--- src/rtl/frame_pattern_gen_pkg.sv ---
// Shared types and constants for the frame pattern generator: payload mode
// encodings, default sync word and FSM state encoding.
package frame_pattern_gen_pkg;

  typedef enum logic [1:0] {
    ST_IDLE    = 2'd0,
    ST_HDR     = 2'd1,
    ST_PAYLOAD = 2'd2
  } fpg_state_e;

  localparam logic [1:0] MODE_RAMP = 2'd0;
  localparam logic [1:0] MODE_PRBS = 2'd1;
  localparam logic [1:0] MODE_FILL = 2'd2;
  localparam logic [1:0] MODE_WALK = 2'd3;

  localparam logic [31:0] DEF_SYNC_WORD = 32'h1ACFFC1D;
  localparam logic [31:0] DEF_FILL_WORD = 32'h000000A5;

  // One-position left rotate of a 32-bit vector; callers truncate to their width.
  function automatic logic [31:0] rotl1_32(input logic [31:0] v, input int unsigned w);
    logic [31:0] r;
    r = 32'd0;
    for (int i = 0; i < 32; i++) begin
      if (i < int'(w)) begin
        r[(i + 1) % int'(w)] = v[i];
      end else begin
        r[i] = 1'b0;
      end
    end
    return r;
  endfunction

endpackage

--- src/rtl/frame_pattern_gen_prbs31_step.sv ---
// Combinational N-step advance of the PRBS31 (x^31 + x^28 + 1) shift register.
// bits_out holds the N generated bits, oldest in the MSB, newest in bit 0.
module prbs31_step #(
  parameter int N = 8
) (
  input  logic [30:0]  state_in,
  output logic [30:0]  state_out,
  output logic [N-1:0] bits_out
);

  logic [30:0]  lfsr_s;
  logic [N-1:0] bits_s;

  // Unrolled shifts; each new bit is the XOR of the taps 31 and 28 steps back.
  always_comb begin
    lfsr_s = state_in;
    bits_s = '0;
    for (int k = 0; k < N; k++) begin
      bits_s[N-1-k] = lfsr_s[30] ^ lfsr_s[27];
      lfsr_s        = {lfsr_s[29:0], lfsr_s[30] ^ lfsr_s[27]};
    end
  end

  assign state_out = lfsr_s;
  assign bits_out  = bits_s;

endmodule

--- src/rtl/frame_pattern_gen.sv ---
// Test-frame generator: sync word + frame counter header followed by a
// selectable payload, throttled by the downstream FIFO fill level.
module frame_pattern_gen
  import frame_pattern_gen_pkg::*;
#(
  parameter int          DATA_W    = 8,
  parameter int          FRAME_LEN = 1024,
  parameter int          FIFO_AW   = 15,
  parameter int          FIFO_WM   = 16000,
  parameter logic [31:0] SYNC_WORD = DEF_SYNC_WORD,
  parameter logic [31:0] FILL_WORD = DEF_FILL_WORD,
  parameter logic [30:0] PRBS_SEED = 31'h1
) (
  input  logic               clk,
  input  logic               RST,
  input  logic               start,
  input  logic               stop,
  input  logic [1:0]         mode,
  input  logic [31:0]        frame_limit,
  input  logic [FIFO_AW-1:0] wrusedw,
  output logic [DATA_W-1:0]  data_out,
  output logic               data_en,
  output logic               sof,
  output logic               eof,
  output logic               busy,
  output logic               done,
  output logic [31:0]        frame_cnt
);

  localparam int                 HDR_WORDS = 64 / DATA_W;
  localparam int                 POS_W     = $clog2(FRAME_LEN);
  localparam logic [POS_W-1:0]   POS_HDR_LAST = POS_W'(HDR_WORDS - 1);
  localparam logic [POS_W-1:0]   POS_LAST     = POS_W'(FRAME_LEN - 1);
  localparam logic [FIFO_AW-1:0] WM_LVL       = FIFO_AW'(FIFO_WM);

  fpg_state_e          state_r;
  fpg_state_e          state_nx_s;
  logic                ready_q_r;
  logic [POS_W-1:0]    pos_r;
  logic [31:0]         frame_cnt_r;
  logic [31:0]         limit_r;
  logic [1:0]          mode_r;
  logic                stop_pend_r;
  logic                busy_r;
  logic [30:0]         prbs_r;
  logic [DATA_W-1:0]   walk_r;
  logic [DATA_W-1:0]   data_out_r;
  logic                data_en_r;
  logic                sof_r;
  logic                eof_r;
  logic                done_r;

  logic                issue_s;
  logic                start_acc_s;
  logic                hdr_last_s;
  logic                frame_last_s;
  logic                finish_s;
  logic [31:0]         cnt_inc_s;
  logic [63:0]         hdr_s;
  logic [6:0]          hdr_shift_s;
  logic [DATA_W-1:0]   hdr_word_s;
  logic [DATA_W-1:0]   word_s;
  logic [30:0]         prbs_nx_s;
  logic [DATA_W-1:0]   prbs_bits_s;

  prbs31_step #(
    .N(DATA_W)
  ) u_prbs (
    .state_in (prbs_r),
    .state_out(prbs_nx_s),
    .bits_out (prbs_bits_s)
  );

  assign issue_s      = ready_q_r && (state_r != ST_IDLE);
  assign hdr_last_s   = (pos_r == POS_HDR_LAST);
  assign frame_last_s = (state_r == ST_PAYLOAD) && (pos_r == POS_LAST);
  assign cnt_inc_s    = frame_cnt_r + 32'd1;
  // A stop arriving on the very last word still ends the run at this frame.
  assign finish_s     = stop_pend_r || stop || ((limit_r != 32'd0) && (cnt_inc_s == limit_r));
  assign hdr_s        = {SYNC_WORD, frame_cnt_r};

  // State register.
  always_ff @(posedge clk or posedge RST) begin
    if (RST) begin
      state_r <= ST_IDLE;
    end else begin
      state_r <= state_nx_s;
    end
  end

  // Next-state logic; start is only honoured once the previous run has fully drained.
  always_comb begin
    state_nx_s  = state_r;
    start_acc_s = 1'b0;
    case (state_r)
      ST_IDLE: begin
        if (start && !busy_r) begin
          state_nx_s  = ST_HDR;
          start_acc_s = 1'b1;
        end else begin
          state_nx_s = ST_IDLE;
        end
      end
      ST_HDR: begin
        if (issue_s && hdr_last_s) begin
          state_nx_s = ST_PAYLOAD;
        end else begin
          state_nx_s = ST_HDR;
        end
      end
      ST_PAYLOAD: begin
        if (issue_s && frame_last_s) begin
          state_nx_s = finish_s ? ST_IDLE : ST_HDR;
        end else begin
          state_nx_s = ST_PAYLOAD;
        end
      end
      default: begin
        state_nx_s = ST_IDLE;
      end
    endcase
  end

  // Word selection: header slices MSB-first, otherwise the latched payload mode.
  always_comb begin
    word_s      = '0;
    hdr_shift_s = 7'(DATA_W) * (7'(HDR_WORDS - 1) - 7'(pos_r));
    hdr_word_s  = DATA_W'(hdr_s >> hdr_shift_s);
    case (state_r)
      ST_HDR: begin
        word_s = hdr_word_s;
      end
      ST_PAYLOAD: begin
        case (mode_r)
          MODE_RAMP: word_s = DATA_W'(pos_r);
          MODE_PRBS: word_s = prbs_bits_s;
          MODE_FILL: word_s = FILL_WORD[DATA_W-1:0];
          MODE_WALK: word_s = walk_r;
          default:   word_s = '0;
        endcase
      end
      default: begin
        word_s = '0;
      end
    endcase
  end

  // FIFO readiness sample and run parameters latched at start.
  always_ff @(posedge clk or posedge RST) begin
    if (RST) begin
      ready_q_r <= 1'b0;
      mode_r    <= MODE_RAMP;
      limit_r   <= 32'd0;
    end else begin
      ready_q_r <= (wrusedw < WM_LVL);
      if (start_acc_s) begin
        mode_r  <= mode;
        limit_r <= frame_limit;
      end else begin
        mode_r  <= mode_r;
        limit_r <= limit_r;
      end
    end
  end

  // Frame position, frame counter, PRBS and walking-one state; all hold when nothing issues.
  always_ff @(posedge clk or posedge RST) begin
    if (RST) begin
      pos_r       <= '0;
      frame_cnt_r <= 32'd0;
      prbs_r      <= PRBS_SEED;
      walk_r      <= DATA_W'(1);
    end else if (start_acc_s) begin
      pos_r       <= '0;
      frame_cnt_r <= 32'd0;
      prbs_r      <= PRBS_SEED;
      walk_r      <= DATA_W'(1);
    end else if (issue_s) begin
      pos_r <= frame_last_s ? '0 : pos_r + POS_W'(1);
      if (frame_last_s) begin
        frame_cnt_r <= cnt_inc_s;
      end
      if ((state_r == ST_PAYLOAD) && (mode_r == MODE_PRBS)) begin
        prbs_r <= prbs_nx_s;
      end
      walk_r <= (state_r == ST_PAYLOAD) ? DATA_W'(rotl1_32(32'(walk_r), DATA_W)) : DATA_W'(1);
    end
  end

  // Stop request and run-in-progress flags.
  always_ff @(posedge clk or posedge RST) begin
    if (RST) begin
      stop_pend_r <= 1'b0;
      busy_r      <= 1'b0;
    end else begin
      if (state_r == ST_IDLE) begin
        stop_pend_r <= 1'b0;
      end else if (stop) begin
        stop_pend_r <= 1'b1;
      end
      if (start_acc_s) begin
        busy_r <= 1'b1;
      end else if (done_r) begin
        busy_r <= 1'b0;
      end
    end
  end

  // Output register: one cycle behind the issue decision.
  always_ff @(posedge clk or posedge RST) begin
    if (RST) begin
      data_out_r <= '0;
      data_en_r  <= 1'b0;
      sof_r      <= 1'b0;
      eof_r      <= 1'b0;
      done_r     <= 1'b0;
    end else if (issue_s) begin
      data_out_r <= word_s;
      data_en_r  <= 1'b1;
      sof_r      <= (state_r == ST_HDR) && (pos_r == '0);
      eof_r      <= frame_last_s;
      done_r     <= frame_last_s && finish_s;
    end else begin
      data_out_r <= '0;
      data_en_r  <= 1'b0;
      sof_r      <= 1'b0;
      eof_r      <= 1'b0;
      done_r     <= 1'b0;
    end
  end

  assign data_out  = data_out_r;
  assign data_en   = data_en_r;
  assign sof       = sof_r;
  assign eof       = eof_r;
  assign busy      = busy_r;
  assign done      = done_r;
  assign frame_cnt = frame_cnt_r;

endmodule

--- config.mk ---
export PLATFORM = sky130hd
export DESIGN_NAME = frame_pattern_gen
export DESIGN_NICKNAME = d
export VERILOG_FILES = /design/src/rtl/frame_pattern_gen_pkg.sv /design/src/rtl/frame_pattern_gen_prbs31_step.sv /design/src/rtl/frame_pattern_gen.sv
export SDC_FILE = /design/constraint.sdc
export NUM_CORES = 1
export LEC_CHECK = 0
export CORE_UTILIZATION = 51
export CTS_BUF_LIST = sky130_fd_sc_hd__clkbuf_8
export DETAILED_ROUTE_END_ITERATION = 16
export PLACE_DENSITY = 0.75
export SLEW_MARGIN = 15
export SYNTH_ARGS = -nofsm -noshare
export SYNTH_HDL_FRONTEND = slang
export SYNTH_SLANG_ARGS = --single-unit
export TNS_END_PERCENT = 10
--- constraint.sdc ---
create_clock -name clk -period 7.28 [get_ports clk]
set_clock_uncertainty 0.2 [all_clocks]
set_input_delay 1.092 -clock clk [delete_from_list [all_inputs] [get_ports clk]]
set_output_delay 1.092 -clock clk [all_outputs]
set_load 0.1 [all_outputs]
==> results of run 1 <==
-- placed cells by master, fill, tap and decap left out, types with 5 or more instances in the layout --
| cell | count |
|---|---|
| a21oi_1 | 47 |
| mux4_2 | 6 |
| ha_1 | 9 |
| nand2_1 | 187 |
| o221ai_1 | 5 |
| and3_1 | 8 |
| and2_1 | 12 |
| mux2i_1 | 5 |
| o21ai_0 | 72 |
| a31oi_1 | 6 |
| nand4_1 | 19 |
| dfrtp_1 | 130 |
| clkdlybuf4s50_1 | 90 |
| nand3_1 | 32 |
| buf_4 | 6 |
| and4_1 | 8 |
| nor2_1 | 46 |
| a22o_1 | 9 |
| o31ai_1 | 16 |
| inv_1 | 12 |
| xnor2_1 | 51 |
| nor3_1 | 7 |
| nor4_1 | 10 |
| xor2_1 | 13 |
| clkbuf_8 | 18 |
-- per-stage QoR --
stage / cell area (µm²) / setup WS, ns
final: 8590 / 3.43
after global routing: 8590 / 3.16
after CTS: 8580 / 3.52
after detailed placement: 8190 / 3.53
after global placement: 8190 / 3.56
after floorplan: 7230 / 2.47
-- sequential cells by signal (all words and copies together) (netlist names) --
| signal | cells |
|---|---|
| mode_r | 2 |
| data_en | 1 |
| walk_r | 8 |
| frame_cnt | 32 |
| pos_r | 10 |
| ready_q_r | 1 |
| done | 1 |
| sof | 1 |
| prbs_r | 31 |
| busy | 1 |
| limit_r | 32 |
| eof | 1 |
| state_r | 2 |
| data_out | 8 |
| stop_pend_r | 1 |
-- synthesized netlist by cell type (all sizes together), types with 5 or more instances --
cell type and instances:
and4 8, clkbuf 38, inv 12, mux2i 5, nand3 33, o31ai 16
nand2 187, a31oi 6, o21ai 72, o221ai 5, ha 9, dfrtp 130
a22o 9, buf 16, mux4 6, nor3 10, nor2 47, and3 9
xnor2 51, a21oi 47, nor4 13, nand4 21, xor2 13, and2 13
-- area by class of cell --
class	instances	area [µm²]
multi-input combinational	623	3670
inverter	12	47.5
tap	180	225
clock inverter	11	140
clock buffer	18	248
fill	1207	5290
timing repair buffer	97	961
sequential	132	3310
-- worst max path at each step --
stage | start | endpoint
2_1_floorplan | RST | busy
3_5_place_dp | frame_cnt[0] | state_r[0]
3_3_place_gp | frame_cnt[0] | state_r[0]
4_1_cts | frame_cnt[0] | state_r[0]
5_1_grt | pos_r[0] | frame_cnt[11]
6_report | frame_cnt[0] | state_r[0]
-- routing by layer --
layer / GRT usage (%) / wire length (µm) / part of all wire, % / vias up
li1: - / - / - / 2991
met1: 43.0 / 8870 / 47 / 3073
met2: 37.9 / 8020 / 43 / 290
met3: 6.95 / 1520 / 8.1 / 38
met4: 8.56 / 419 / 2.2 / 0
met5: 0 / 0 / 0 / -
-- critical path: cells and delay by family, from the launching register on --
kind / cells / cell delay [ns]
flip-flops: 1 / 0.55
XOR/XNOR: 1 / 0.16
AND/OR/NAND/NOR: 4 / 1.98
AO/OA/AOI/OAI: 3 / 0.45
adder cells (fa/ha/maj): 1 / 0.38
-- cells by family (layout without fill, tap and decap cells) --
kind of cell               Yosys count  in the layout
DFF                                132            132
and+or+nand+nor                    359            359
AOI/OAI and AO/OA                  179            179
muxes                               12             12
xor gates and xnor gates            64             64
adders and majority gates            9              9
buffers and inverters               66            138
==> impl_metrics.env, run 1 <==
export IMPL_status="complete, but fails checks"
export IMPL_failed_checks="design-rule violations"
export IMPL_drc_errors=2
export IMPL_path_cells="ha_1 > nand3_2 > nor3_1 > and4_1 > xnor2_1 > o221ai_1 > or4_1 > o211ai_1 > a31oi_1"
export IMPL_cts_sinks=132
export IMPL_synth_avg_cell_area_um2=8.81
export IMPL_synth_fp_nets=883
export IMPL_start_util_pct=52.1
export IMPL_die_x_um=121
export IMPL_insertion_delay_ns=0.47
export IMPL_cp_arrival_ns=3.98
export IMPL_synth_top_family_by_area="simple AND/OR/NAND/NOR gates"
export IMPL_ys_seq_elements=132
export IMPL_dp_final_hpwl_um=13200
export IMPL_cts_resized=0
export IMPL_crit_required_ns=7.41
export IMPL_wirelength_um=18800
export IMPL_synthToLayoutAreaGrowth_pct=18.8
export IMPL_r2r_start="frame_cnt[0]"
export IMPL_whs_ns=0.306
export IMPL_syn_inst=821
export IMPL_max_stage_delay_ns=0.74
export IMPL_fin_util_pct=61.9
export IMPL_cp_start_kind="flop"
export IMPL_muxShareOfSynthArea_pct=2.72
export IMPL_synth_ff_type="dfrtp_1"
export IMPL_max_freq_mhz=259
export IMPL_cts_tree="done"
export IMPL_min_path_cells=2
export IMPL_die_area_mm2=0.0147
export IMPL_ys_top_cells_by_area="dfrtp_1 45%, nand2_1 9.7%, xnor2_1 6.2%, o21ai_0 5.0%, a21oi_1 3.3%"
export IMPL_synthAdderAreaFrac_pct=1.56
export IMPL_wl_per_cell_um=17.6
export IMPL_nNetsFinal=945
export IMPL_synth_xor_area_share_pct=7.75
export IMPL_vias_per_cell=5.96
export IMPL_dr_pass1_iters=11
export IMPL_gr_usage_all_layers_pct=27.9
export IMPL_path_max_fanout=9
export IMPL_hold_violations=0
export IMPL_antenna_found_initial=0
export IMPL_clock_root_buffer="clkbuf_8"
export IMPL_critPathCaptureType="flop"
export IMPL_min_from="prbs_r[4]"
export IMPL_reg2reg_slack_ns=3.43
export IMPL_rsz0062_at_grt="false"
export IMPL_grt_pass1_wl_um=31000
export IMPL_antenna_left=0
export IMPL_tns_ns=0
export IMPL_hold_buffers=0
export IMPL_finalSetupViolCount=0
export IMPL_synthSimpleGateAreaFrac_pct=23.8
export IMPL_die_h_um=121
export IMPL_slew_violations=0
export IMPL_grt_overflow=0
export IMPL_ctsLongestPathBuffers=2
export IMPL_crit_type="flop to flop"
export IMPL_maxCapViolCount=0
export IMPL_coreArea_mm2=0.0139
export IMPL_relSlewSlack_pct=27.2
export IMPL_synth_seq_area_share_pct=45.7
export IMPL_hold_path_class="flop to flop"
export IMPL_synth_top_area_cell="dfrtp_1"
export IMPL_antenna_cells=0
export IMPL_synth_area_mm2=0.00723
export IMPL_r2r_cells=9
export IMPL_cts_setup_buffers=0
export IMPL_htree_levels=4
export IMPL_grt_pass1_vias=5730
export IMPL_drive_gt1_share_pct=6.38
export IMPL_place_congestion=0.930
export IMPL_min_period_over_period_pct=53.0
export IMPL_async_flop_share_pct=100
export IMPL_r2r_end="state_r[0]"
export IMPL_yosys_warnings=0
export IMPL_synth_compound_area_share_pct=14.7
export IMPL_worst_pin_slew_ns=1.09
export IMPL_synth_top_cell_area_share_pct=45.0
export IMPL_drt_initial_drc_count=757
export IMPL_ios=98
export IMPL_placementRows=43
export IMPL_portBuffers=90
export IMPL_grt_max_degree=65
export IMPL_instances_no_fill=1073
export IMPL_vias=6392
export IMPL_synth_edf_count=0
export IMPL_clkTransAtPathRegs_ns=0.08
export IMPL_min_period_ns=3.85
export IMPL_dp_cells=1043
export IMPL_hold_end="prbs_r[4]"
export IMPL_crit_slowest_cell="nor3_1"
export IMPL_synth_cell_types=58
export IMPL_numCtsBuffers=17
Power of run 1 is left out: the tool's default activity adds up to more than one toggle a clock period on the data nets, which glitch-free logic cannot reach.
==> run 2: changes to the inputs <==
==> constraint.sdc (replaced) <==
create_clock -name clk -period 3.8 [get_ports clk]
set_clock_uncertainty 0.2 [all_clocks]
set_input_delay 0.57 -clock clk [delete_from_list [all_inputs] [get_ports clk]]
set_output_delay 0.57 -clock clk [all_outputs]
set_load 0.1 [all_outputs]
==> run 2 against run 1 <==
The run now ends clean. Cell count up 1.3%. Global-route usage up 0.65 points. First-iteration DRC count down 21%. Critical path depth unchanged.
==> impl_metrics.env, run 2 (synthesized netlist as in run 1, its figures left out) <==
export IMPL_status="complete, no violations"
export IMPL_die_h_um=121
export IMPL_antenna_cells=0
export IMPL_grt_overflow=0
export IMPL_insertion_delay_ns=0.45
export IMPL_hold_violations=0
export IMPL_dr_pass1_iters=5
export IMPL_numCtsBuffers=17
export IMPL_cts_resized=0
export IMPL_gr_usage_all_layers_pct=28.5
export IMPL_antenna_found_initial=0
export IMPL_crit_required_ns=3.91
export IMPL_min_period_over_period_pct=90.3
export IMPL_final_cell_mix="187 x nand2_1, 130 x dfrtp_1, 84 x clkdlybuf4s50_1"
export IMPL_drive_gt1_share_pct=8.27
export IMPL_critPathCaptureType="flop"
export IMPL_ios=98
export IMPL_coreArea_mm2=0.0139
export IMPL_path_max_fanout=9
export IMPL_crit_type="flop to flop"
export IMPL_ctsLongestPathBuffers=2
export IMPL_whs_ns=0.313
export IMPL_min_from="prbs_r[1]"
export IMPL_hold_buffers=0
export IMPL_maxCapViolCount=0
export IMPL_htree_levels=4
export IMPL_min_period_ns=3.43
export IMPL_min_path_cells=2
export IMPL_final_common_cell="nand2_1"
export IMPL_hold_path_class="flop to flop"
export IMPL_rsz0062_at_grt="false"
export IMPL_path_delay_family="simple AND/OR/NAND/NOR gates"
export IMPL_cp_start_kind="flop"
export IMPL_path_cells="ha_1 > nand3_2 > a2111oi_0 > a21oi_1 > nor4_2 > nand4_1 > or4_1 > o211ai_1 > a31oi_1"
export IMPL_vias_per_cell=5.90
export IMPL_cp_arrival_ns=3.54
export IMPL_vias=6411
export IMPL_worst_pin_slew_ns=1.02
export IMPL_start_util_pct=52.1
export IMPL_placementRows=43
export IMPL_finalSetupViolCount=0
export IMPL_r2r_start="frame_cnt[0]"
export IMPL_grt_max_degree=62
export IMPL_r2r_end="state_r[0]"
export IMPL_clkTransAtPathRegs_ns=0.08
export IMPL_die_area_mm2=0.0147
export IMPL_die_x_um=121
export IMPL_cts_sinks=132
export IMPL_synthToLayoutAreaGrowth_pct=19.7
export IMPL_r2r_cells=9
export IMPL_portBuffers=90
export IMPL_reg2reg_slack_ns=0.37
export IMPL_drt_initial_drc_count=596
export IMPL_max_freq_mhz=292
export IMPL_grt_pass1_vias=5860
export IMPL_drc_errors=0
export IMPL_antenna_left=0
export IMPL_path_buf_inv=0
export IMPL_cts_setup_buffers=0
export IMPL_wirelength_um=19500
export IMPL_crit_slowest_cell="or4_1"
export IMPL_clock_root_buffer="clkbuf_8"
export IMPL_nNetsFinal=956
export IMPL_dp_final_hpwl_um=13900
export IMPL_place_congestion=0.935
export IMPL_slew_violations=0
export IMPL_max_stage_delay_ns=0.61
export IMPL_tns_ns=0
export IMPL_cts_tree="done"
export IMPL_hold_end="prbs_r[1]"
export IMPL_grt_pass1_wl_um=31700
export IMPL_wl_per_cell_um=17.9
export IMPL_relSlewSlack_pct=31.8
-- run 2: changes by cell type in the layout (fill, tap and decap cells not counted), sizes merged --
cell,before,now
clkdlybuf4s50,90,84
buf,7,24
bufinv,3,1
clkinvlp,2,6
inv,14,15
-- run 2: cell type report --
type	count	area (µm²)
clock inverters	14	115
fillers	1255	5230
clock buffers	18	248
multi-input cells	623	3660
inverters	12	48.8
flip-flops and latches	132	3310
well taps	180	225
repair buffers	108	1050
-- run 2: layer usage --
layer | GRT usage, % | vias up | wire (µm)
met3 | 7.14 | 34 | 1930
met2 | 38.4 | 315 | 8140
li1 | - | 3023 | -
met5 | 0 | - | 0
met1 | 43.4 | 3039 | 8880
met4 | 11.0 | 0 | 543
-- run 2: through the flow --
| stage | worst slack, ns | utilization (%) | cells | cell area (µm²) |
|---|---|---|---|---|
| floorplan | 0.0662 | - | 821 | 7240 |
| global placement | 0.483 | 59.7 | 1055 | 8290 |
| detailed placement | 0.411 | 59.7 | 1055 | 8290 |
| CTS | 0.397 | 62.3 | 1087 | 8650 |
| global route | 0.219 | 62.3 | 1087 | 8650 |
| finish | 0.369 | 62.3 | 1087 | 8650 |
-- run 2: worst max path at each step --
stage                       startpoint          to  slack, ns  depth (start not counted)
after CTS                 frame_cnt[0]  state_r[0]       0.40                          9
after global placement    frame_cnt[0]  state_r[0]       0.48                          9
after detailed placement  frame_cnt[0]  state_r[0]       0.41                          9
after floorplan           frame_cnt[0]  state_r[0]       0.07                          9
after global routing      frame_cnt[0]  state_r[0]       0.22                          9
final                     frame_cnt[0]  state_r[0]       0.37                          9
-- run 2: worst reg2reg max path, stage by stage (launching register included) --
cell and delay [ns]:
dfrtp_1 0.51, ha_1 0.36, nand3_2 0.24, a2111oi_0 0.46, a21oi_1 0.09, nor4_2 0.33, nand4_1 0.17, or4_1 0.61
o211ai_1 0.22, a31oi_1 0.11
Power of run 2 is left out for the same reason.
